### src/rtl/vc_rr_arb_mux.sv
// vc_rr_arb_mux: round-robin N-to-1 val/rdy message mux with a one-entry registered output.
// Define VC_RR_ARB_MUX_LOCK_EN to hold the grant for the whole of a multi-beat packet (in_last).
module vc_rr_arb_mux #(
    parameter  int unsigned N  = 4,
    parameter  int unsigned W  = 32,
    localparam int unsigned SW = (N > 1) ? $clog2(N) : 1
) (
    input  logic           clk,
    input  logic           reset_n,
    input  logic [N-1:0]   in_val,
    output logic [N-1:0]   in_rdy,
    input  logic [N-1:0]   in_last,
    input  logic [N*W-1:0] in_msg,
    output logic           out_val,
    input  logic           out_rdy,
    output logic [W-1:0]   out_msg,
    output logic           out_last,
    output logic [SW-1:0]  sel,
    output logic           busy
);

    logic [SW-1:0] ptr;
    logic [SW-1:0] ptr_next;
    logic [SW-1:0] rr_grant;
    logic [SW-1:0] idx;
    logic [SW-1:0] grant;
    logic          can_load;
    logic          accept;
    logic          end_arb;
    logic [W-1:0]  msg_arr [N];

    for (genvar i = 0; i < N; i++) begin : g_msg
        assign msg_arr[i] = in_msg[i*W +: W];
    end

    // Scan downward so the last hit is the first valid requester at or after ptr.
    always_comb begin
        rr_grant = ptr;
        idx      = '0;
        for (int unsigned k = N; k > 0; k--) begin
            idx = SW'((32'(ptr) + k - 1) % N);
            if (in_val[idx]) rr_grant = idx;
        end
    end

`ifdef VC_RR_ARB_MUX_LOCK_EN
    typedef enum logic {IDLE, LOCKED} state_t;

    state_t        state;
    state_t        state_next;
    logic [SW-1:0] lock_idx;
    logic [SW-1:0] lock_idx_next;

    always_ff @(posedge clk or negedge reset_n) begin
        if (!reset_n) begin
            state    <= IDLE;
            lock_idx <= '0;
        end else begin
            state    <= state_next;
            lock_idx <= lock_idx_next;
        end
    end

    always_comb begin
        state_next    = state;
        lock_idx_next = lock_idx;
        case (state)
            IDLE: begin
                if (accept && !in_last[grant]) begin
                    state_next    = LOCKED;
                    lock_idx_next = grant;
                end
            end
            LOCKED: begin
                if (accept && in_last[grant]) state_next = IDLE;
            end
            default: state_next = IDLE;
        endcase
    end

    assign grant   = (state == LOCKED) ? lock_idx : rr_grant;
    assign end_arb = accept & in_last[grant];
    assign busy    = (state == LOCKED);
`else
    assign grant   = rr_grant;
    assign end_arb = accept;
    assign busy    = 1'b0;
`endif

    assign can_load = ~out_val | out_rdy;
    assign accept   = can_load & in_val[grant];
    assign ptr_next = (grant == SW'(N - 1)) ? '0 : grant + 1'b1;

    // in_rdy is forced low while reset is asserted; accept itself need not be, as all state is held.
    always_comb begin
        in_rdy = '0;
        if (accept && reset_n) in_rdy[grant] = 1'b1;
    end

    always_ff @(posedge clk or negedge reset_n) begin
        if (!reset_n) begin
            out_val  <= 1'b0;
            out_msg  <= '0;
            out_last <= 1'b0;
            sel      <= '0;
            ptr      <= '0;
        end else begin
            if (accept) begin
                out_val  <= 1'b1;
                out_msg  <= msg_arr[grant];
                out_last <= in_last[grant];
                sel      <= grant;
            end else if (out_rdy) begin
                out_val  <= 1'b0;
            end
            if (end_arb) ptr <= ptr_next;
        end
    end

endmodule
### config.mk
export PLATFORM = sky130hd
export DESIGN_NAME = vc_rr_arb_mux
export DESIGN_NICKNAME = d
export VERILOG_FILES = /design/src/rtl/vc_rr_arb_mux.sv
export SDC_FILE = /design/constraint.sdc
export NUM_CORES = 1
export LEC_CHECK = 0
export CAP_MARGIN = 10
export CORE_AREA = 2 2 94 96
export CTS_BUF_LIST = sky130_fd_sc_hd__clkbuf_8
export DETAILED_ROUTE_END_ITERATION = 6
export DIE_AREA = 0 0 96 98
export HOLD_SLACK_MARGIN = 0.1
export MAX_ROUTING_LAYER = met4
export PLACE_DENSITY_LB_ADDON = 0.05
export SLEW_MARGIN = 20
export SYNTH_ARGS = -nofsm -noshare
export SYNTH_HDL_FRONTEND = slang
export SYNTH_SLANG_ARGS = --single-unit
### constraint.sdc
create_clock -name clk -period 1.9 [get_ports clk]
set_input_delay 0.19 -clock clk [delete_from_list [all_inputs] [get_ports clk]]
set_output_delay 0.19 -clock clk [all_outputs]
set_load 0.05 [all_outputs]
* After elaboration in Yosys (flattened, before gate mapping)
Index checks and enable logic that the tools add are counted.
** Cells by class
- Add/subtract/negate cells :: 9
- $mul :: 0
- Div/mod/pow operators :: 0
- $lt $le $gt $ge :: 7
- Equal/unequal tests :: 1
- Shift operators :: 0
- Multiplexer cells :: 25
- Bitwise gates (word level) :: 4
- Reductions and logical operators :: 3
** Operators by type and width (count)
- $bmux 32 s2 :: 1
- $mux 32 :: 2
- $lt 2x3->1 const B :: 5
- $bmux 1 s2 :: 6
- $mux 2 :: 5
- $mux 1 :: 9
- $sub 2x1->2 const B :: 4
- $add 2x1->2 const B :: 3
- $add 2x2->2 const B :: 2
- $mux 4 :: 1
- $ge 3x3->1 const B :: 1
- $not 2->3 :: 1
- $demux 1 s2 :: 1
- $eq 2x2->1 const B :: 1
- $ge 2x1->1 const B :: 1
- $logic_and 1x1->1 :: 2
- $reduce_bool 2->1 :: 1
- $and 1x1->1 :: 1
- $not 1->1 :: 1
- $or 1x1->1 :: 1
** Word-level totals
- Register bits :: 38
- Latch bits :: 0
- Memory bits (writable) :: 0
- Bits in read-only memories :: 0
- Word-level logic and storage cells :: 54
- Memories kept :: 0

* Logic depth before layout (Yosys ltp)
Gate-level depths: netlist (run 1).
- Word-level depth :: 13
- Gate-level depth with buffers :: 9

* Worst setup path after synthesis (run 1)
Ideal clock, no wire load.
- Path kind :: register to output
- Start :: reg ptr[0]
- End :: out in_rdy[0]
- Arrival time :: 1.938 ns
- Data required time :: 1.710 ns
- Slack :: -0.228 ns
- Cell stages (with the launch flop) :: 10
- Path buffers :: 3
- Path through :: dfrtp_1 nand2b_1 a21o_1 buf_2 and3_1 buf_6 inv_8 buf_8 ha_1 and3_1
** Between the ends
- Word-level cells in the longest chain between the ends :: 13
- Elaborated cells between the ends (all ways) :: 30
- Classes of those cells :: add/sub: 8; order compare: 2; mux: 17; bitwise: 1; reduce/logical: 2
** Ends and longest elaborated chain
- from (decl) :: line 22 : logic [SW-1:0] ptr;
- from (signal assigned) :: line 116 : if (end_arb) ptr <= ptr_next;
- $add 2x1->2 :: line 41 : idx = SW'((32'(ptr) + k - 1) % N);
- $sub 2x1->2 :: line 41
- $bmux 1 s2 :: line 42 : if (in_val[idx]) rr_grant = idx;
- $mux 1 (not written as such) :: line 42
- $mux 2 (3 in a row) :: line 42
- $mux 2 * :: line 42
- $lt 2x3->1 (not written as such) (tied with other cells) :: line 97 : if (accept && reset_n) in_rdy[grant] = 1'b1;
- $logic_and 1x1->1 (not written as such) / $mux 1 (equally long branches) :: line 97, 91
- $mux 1 (not written as such) / $and 1x1->1 (equally long branches) :: line 97, 91
- $demux 1 s2 / $logic_and 1x1->1 (equally long branches) :: line 97
- $mux 4 * :: line 97
- to (decl) :: line 11 : output logic [N-1:0] in_rdy,
Every way passes the cells marked *; elsewhere a longest branch is shown, timed or not. The select of a mux whose other input is x is not followed.

* Final worst setup path (run 1)
- Start :: reg ptr[1]
- End :: out in_rdy[3]
** Between the ends
- Word-level cells in the longest chain between the ends :: 13
- Elaborated cells between the ends (all ways) :: 30
- Classes of those cells :: add/sub: 8; order compare: 2; mux: 17; bitwise: 1; reduce/logical: 2
** Ends and longest elaborated chain
- $add 2x1->2 :: line 41
- $sub 2x1->2 :: line 41
- $bmux 1 s2 :: line 42
- $mux 1 (not written as such) :: line 42
- $mux 2 (3 in a row) :: line 42
- $mux 2 * :: line 42
- named net grant[1] :: line 26 : logic [SW-1:0] grant;
- $lt 2x3->1 (not written as such) (tied with other cells) :: line 97
- $logic_and 1x1->1 (not written as such) / $mux 1 (equally long branches) :: line 97, 91
- $mux 1 (not written as such) / $and 1x1->1 (equally long branches) :: line 97, 91
- $demux 1 s2 / $logic_and 1x1->1 (equally long branches) :: line 97
- $mux 4 * :: line 97
The timed path passes the listed nets; every way through them passes the cells marked *. The select of a mux whose other input is x is not followed.

==> reports/metrics.csv, run 1 <==
metric,value,unit
wirelength,10500,µm
placed_cells_incl_taps,594,
die_x,96,µm
syn_avg_cell_area,9.17,µm²
nNetsFinal,642,
rsz0062_at_grt,true,
initial_core_util,0.332,
power_frac_clock,0.073,
max_slew.worst_pin.slew,536,ps
seqPwrFrac,0.199,
synth_compound_area_frac,0.331,
ff_latch_area,951,µm²
dr_total_vias,3122,
worstPathRequired,1710,ps
slew_viol_final,0,
cp_cell_sequence,"nor2_1, a2111oi_2, buf_4, nor2_4, buf_6, ha_4, and3_4, buf_12",
buffer_ports.inserted,178,
drt_pass1_iterations,6,
setup_viol,4,
cts_tree,built,
min_period_over_period,1.08,
r2r_start,ptr[0]$_DFFE_PN0P_,
power.internal,0.00363,W
synth_top_family_by_area,compound AO/OA/AOI/OAI gates,
layout_min_cycle_time,2060,ps
synth_top_flop_cell,dfrtp_1,
die-area,9410,µm²
cts_num_sinks,38,
drive_gt1_frac,0.242,
path_buf_inv,3,
grt_max_degree,34,
maxCapViolations,0,
power.leakage,2.14,nW
cp-startpoint,ptr[1]$_DFFE_PN0P_,
synth_edf_count,0,
die_h,98,µm
synth_fa_ha_area_frac,0.0178,
cts_buffers,5,
fin_util,0.629,
crit_type,flop to output pin,
path_delay_family,buffers and inverters,
hpwlAfterDp,7430,µm
start_kind,flop,
switching_share,0.495,
path_clk_slew,80,ps
power_switching,0.00355,W
final_cell_mix,"clkdlybuf4s50_1, a211oi_2, dfrtp_1",
max_stage_delay,370,ps
post_drt_wl_per_cell,17.2,µm
cp_max_fo,3,
async_flop_share,1.00,
fin_tns_setup,-592,ps
cp.arrival,1870,ps
clock_latency,280,ps
clock_skew,4.32,ps
drtIter0Drc,97,
antenna_left,0,
syn_inst,306,
rows,34,
post_layout_nonfiller_instances,607,
max_slew_margin,0.641,
core-area,8470,µm²
ys_seq_area_frac,0.339,
crit_path_end_kind,output pin,
grt_pass1_vias,3052,
multi_input_area,1800,µm²
diodes,0,
yosysUniqueCellTypes,30,
cp_slowest_cell,dfrtp_1,
violations,negative setup slack,
worstHoldPathType,input pin to asynchronous set/reset pin,
synth_simple_gate_area_share,0.0847,
comb_power_share,0.728,
final_common_cell,clkdlybuf4s50_1,
synth_xor_area_frac,0,
fillers,721,
syn_nets,449,
syn-cell-area,2810,µm²
grt-ovfl-total,0,
status,"finished, violations left",
vdd.ir_drop.worst,746,µV
place_congestion,0.758,
preCtsSetupSlack,-319,ps
drc,0,
ys_ff_latch,38,
cts_max_path_buffers,2,
ios,180,
grt_use_total,0.221,
htreeDepth,2,
area_delta_synth_final,89.6,%
via_per_inst,5.14,
pwr_density_cell,1350,nW/µm²
fmax,486,MHz
finalWorstSetupSlack,-159,ps
grt_pass1_wl,15800,µm
hold_viol,0,
hold_ws,470,ps
cts-root-buf,clkbuf_8,
synth_mux_area_frac,0.118,
ys.warnings.count,0,
antenna_found_initial,0,
==> layer usage <==
metal,wire [µm],GRT usage
met3,654,0.0363
met5,0,-
met4,57,0.0363
met1,4480,0.279
met2,5270,0.373
==> worst register-to-register path, cell delays in order (launching register included) <==
cell and delay, ps:
dfrtp_1 430, nor2b_2 170, buf_4 140, o21ai_4 60
and3_4 200, inv_8 80, buf_6 160, buf_12 160
mux2i_2 280, a211oi_2 100
==> logic make-up (layout without fill, tap and decap cells) <==
kind of cell / count (synthesis) / after routing
multiplexers: 33 / 33
buffers and inverters: 65 / 258
flip-flops: 38 / 38
other: 1 / 1
adder cells (fa/ha/maj): 4 / 4
AO/OA/AOI/OAI: 110 / 110
AND/OR/NAND/NOR: 55 / 55
==> metrics by stage <==
stage          cell area (µm²)  total power [W]
3_5_place_dp              4990          0.00629
2_1_floorplan             2880          0.00453
3_3_place_gp              4990          0.00627
6_report                  5320          0.00718
5_1_grt                   5320          0.00757
4_1_cts                   5160          0.00698
==> timing repair <==
action | in CTS | in global routing
pin swaps | 8 | 22
buffers inserted | 4 | 0
hold buffers | 1 | 0
setup endpoints to repair | 4 | 37
cloned | 0 | 1
resized for setup | 17 | 32
endpoints found under the hold margin | 38 | 0
==> power by group through the flow <==
stage               registers, W  clock network [W]  logic, W
floorplan                0.00275                  0   0.00178
global placement         0.00142                  0   0.00484
detailed placement       0.00143                  0   0.00486
CTS                      0.00143           0.000552   0.00500
global route             0.00148           0.000585   0.00550
finish                   0.00143           0.000526   0.00523
==> synthesized netlist by cell type (all sizes together) (2+ instances only) <==
| cell type | number | area [µm²] |
|---|---|---|
| and3 | 5 | 31.3 |
| mux2i | 33 | 330 |
| a31oi | 33 | 206 |
| nand2 | 7 | 26.3 |
| a21oi | 2 | 10.0 |
| nor2b | 2 | 12.5 |
| dfrtp | 38 | 951 |
| nand2b | 2 | 12.5 |
| ha | 4 | 50.1 |
| a211oi | 66 | 636 |
| clkbuf | 16 | 60.1 |
| nor2 | 37 | 141 |
| buf | 12 | 98.8 |
| a21o | 3 | 22.5 |
| o21ai | 3 | 22.5 |
| inv | 37 | 146 |
==> state kept, by name (all words and copies together) (netlist names) <==
name and count:
out_msg 32, out_last 1, out_val 1, ptr 2
sel 2
==> layout make-up <==
class,instances,share of cell area
inverters,37,0.0275
multi-input cells,203,0.338
flip-flops and latches,38,0.179
repair buffers,214,0.416
clock buffers,5,0.0129
clock inverters,2,0.00141
well taps,108,0.0254
==> path summary, 6_finish.rpt <==
check	endpoint	slack (ps)	cells past startpoint
setup / recovery	in_rdy[3]	-160	8
hold / removal	out_msg[23]$_DFFE_PN0P_	470	3
setup reg to reg	out_msg[29]$_DFFE_PN0P_	0	9
hold reg to reg	sel[0]$_DFFE_PN0P_	500	2
max in group asynchronous	out_msg[10]$_DFFE_PN0P_	1180	3
min in group clk	out_val$_DFFE_PN0P_	480	4
Power figures use the tool's default switching activity.
==> run 2: changes to the inputs <==
--- a/config.mk
+++ b/config.mk
@@ -13,7 +13,7 @@
 export HOLD_SLACK_MARGIN = 0.1
 export MAX_ROUTING_LAYER = met4
 export PLACE_DENSITY_LB_ADDON = 0.05
-export SLEW_MARGIN = 20
+export SLEW_MARGIN = 25
 export SYNTH_ARGS = -nofsm -noshare
 export SYNTH_HDL_FRONTEND = slang
 export SYNTH_SLANG_ARGS = --single-unit
==> results of run 2 <==
The final DEF is identical to that of run 1; final timing and power are the same.
==> run 3: changes to the inputs <==
--- a/config.mk
+++ b/config.mk
@@ -6,13 +6,14 @@
 export NUM_CORES = 1
 export LEC_CHECK = 0
 export CAP_MARGIN = 10
-export CORE_AREA = 2 2 94 96
+export CORE_AREA = 2 2 100 102
 export CTS_BUF_LIST = sky130_fd_sc_hd__clkbuf_8
 export DETAILED_ROUTE_END_ITERATION = 6
-export DIE_AREA = 0 0 96 98
+export DIE_AREA = 0 0 102 104
 export HOLD_SLACK_MARGIN = 0.1
 export MAX_ROUTING_LAYER = met4
 export PLACE_DENSITY_LB_ADDON = 0.05
+export REMOVE_ABC_BUFFERS = 1
 export SLEW_MARGIN = 25
 export SYNTH_ARGS = -nofsm -noshare
 export SYNTH_HDL_FRONTEND = slang
==> reports/metrics.csv, run 3 (synthesis gave the netlist of run 1 again) <==
metric,value,unit,change
cts_tree,built,,unchanged
buffer_ports.inserted,178,,unchanged
drc,0,,unchanged
cp_slowest_cell,dfrtp_1,,unchanged
max_slew_margin,0.465,,was 0.641
die_h,104,µm,was 98 µm
violations,negative setup slack,,unchanged
pwr_density_cell,1340,nW/µm²,was 1350 nW/µm²
power_switching,0.00376,W,was 0.00355 W
clock_skew,6.88,ps,was 4.32 ps
fillers,900,,was 721
clock_latency,290,ps,was 280 ps
hpwlAfterDp,7510,µm,was 7430 µm
min_from,in_val[3],,
ios,180,,unchanged
preCtsSetupSlack,-322,ps,was -319 ps
cp.arrival,1840,ps,was 1870 ps
hold_path_depth,4,,
grt_max_degree,34,,unchanged
max_slew.worst_pin.slew,802,ps,was 536 ps
power.leakage,2.23,nW,was 2.14 nW
grt_use_total,0.200,,was 0.221
cp_max_fo,3,,unchanged
max_stage_delay,420,ps,was 370 ps
core-area,9550,µm²,was 8470 µm²
top_register,out_msg,,unchanged
grt-ovfl-total,0,,unchanged
multi_input_area,1960,µm²,was 1800 µm²
maxCapViolations,0,,unchanged
final_common_cell,clkdlybuf4s50_1,,unchanged
power_frac_clock,0.076,,was 0.073
finalWorstSetupSlack,-132,ps,was -159 ps
die-area,10600,µm²,was 9410 µm²
path_delay_family,simple AND/OR/NAND/NOR gates,,was buffers and inverters
slew_viol_final,0,,unchanged
post_drt_wl_per_cell,17.8,µm,was 17.2 µm
cts_num_sinks,38,,unchanged
post_layout_nonfiller_instances,630,,was 607
fmax,492,MHz,was 486 MHz
initial_core_util,0.294,,was 0.332
dr_total_vias,3137,,was 3122
wirelength,11200,µm,was 10500 µm
cts_max_path_buffers,2,,unchanged
crit_path_end_kind,output pin,,unchanged
switching_share,0.512,,was 0.495
drive_gt1_frac,0.262,,was 0.242
min_period_over_period,1.07,,was 1.08
ff_latch_area,952,µm²,was 951 µm²
placed_cells_incl_taps,612,,was 594
antenna_left,0,,unchanged
path_clk_slew,80,ps,about the same
diodes,0,,unchanged
setup_viol,4,,unchanged
rsz0062_at_grt,true,,unchanged
rows,36,,was 34
power.internal,0.00359,W,was 0.00363 W
path_buf_inv,2,,was 3
power,0.00735,W,was 0.00718 W
grt_pass1_vias,3237,,was 3052
final_cell_mix,"clkdlybuf4s50_1, a211oi_2, dfrtp_1",,unchanged
antenna_found_initial,0,,unchanged
area_delta_synth_final,95.7,%,was 89.6%
grt_pass1_wl,16400,µm,was 15800 µm
cts_buffers,5,,unchanged
cp-startpoint,ptr[1]$_DFFE_PN0P_,,unchanged
hold_viol,0,,unchanged
die_x,102,µm,was 96 µm
htreeDepth,2,,unchanged
comb_power_share,0.729,,was 0.728
r2r_start,ptr[1]$_DFFE_PN0P_,,was ptr[0]$_DFFE_PN0P_
place_congestion,0.788,,was 0.758
largest_reg_flops,32,,unchanged
r2r_cells,8,,was 9
vdd.ir_drop.worst,548,µV,was 746 µV
drtIter0Drc,92,,was 97
layout_min_cycle_time,2030,ps,was 2060 ps
via_per_inst,4.98,,was 5.14
cp_cell_sequence,"nor3b_4, a2111oi_4, nor2_4, inv_4, ha_4, and3_4, buf_8",,"was nor2_1, a2111oi_2, buf_4, nor2_4, buf_6, ha_4, and3_4, buf_12"
worstPathRequired,1710,ps,about the same
status,"finished, violations left",,unchanged
worstHoldPathType,input pin to flop,,was input pin to asynchronous set/reset pin
seqPwrFrac,0.195,,was 0.199
path_depth,7,,was 8
crit_type,flop to output pin,,unchanged
nNetsFinal,640,,was 642
top_regs,"out_msg: 32 flops, ptr: 2 flops, sel: 2 flops",,unchanged
start_kind,flop,,unchanged
drt_pass1_iterations,4,,was 6
cts-root-buf,clkbuf_8,,unchanged
run 3: changes by cell type in the layout (fill, tap and decap cells not counted), sizes merged:
cell / previous run / this run
dlymetal6s4s: 0 / 1
inv: 39 / 37
clkdlybuf4s50: 170 / 169
clkinv: 0 / 2
buf: 39 / 35
clkbuf: 6 / 7
dlymetal6s2s: 0 / 1
run 3: timing repair:
action	4_1_cts	5_1_grt
hold buffers	2	0
pin swaps	4	37
setup buffers	5	3
gates resized for setup	27	54
cloned	0	3
hold endpoints to repair	16	0
setup endpoints to repair	9	49
run 3: stage by stage:
step                TNS, ps  hold WS [ps]  utilization  area (µm²)
floorplan            -57530          -106            -        2650
global placement      -8770           167        0.512        4890
detailed placement   -10300           171        0.512        4890
CTS                    -477           505        0.538        5130
global route           -991           411        0.575        5490
finish                 -469           412        0.575        5490
run 3: area by class of cell:
cell class	count	share of cell area
clock inverter	2	0.00182
multi-input combinational	203	0.356
clock buffer	5	0.0125
sequential	38	0.173
timing repair buffer	212	0.399
tap	133	0.0303
inverter	37	0.0271
run 3: path summary, 6_finish.rpt:
path / end / slack [ps]
min in group asynchronous: out_msg[29]$_DFFE_PN0P_ / 560
min: out_val$_DFFE_PN0P_ / 410
max reg2reg: out_msg[31]$_DFFE_PN0P_ / 30
min reg2reg: sel[1]$_DFFE_PN0P_ / 500
max: in_rdy[0] / -130
max in group asynchronous: ptr[0]$_DFFE_PN0P_ / 540
run 3: power groups by stage:
stage	Sequential [W]	Combinational [W]	Clock (W)
2_1_floorplan	0.00275	0.00151	0
3_3_place_gp	0.00142	0.00472	0
3_5_place_dp	0.00144	0.00474	0
4_1_cts	0.00143	0.00492	0.000579
5_1_grt	0.00149	0.00561	0.000623
6_report	0.00144	0.00535	0.000560
run 3: routing by layer:
layer | share of wire | global-route usage
met1 | 0.43 | 0.241
met2 | 0.50 | 0.345
met3 | 0.062 | 0.0343
met4 | 0.010 | 0.0514
met5 | 0 | -
run 3: worst min-delay path: cells and delay by family:
family	cells	cell delay (ps)
buffers and inverters	2	350
AND/OR/NAND/NOR	2	130
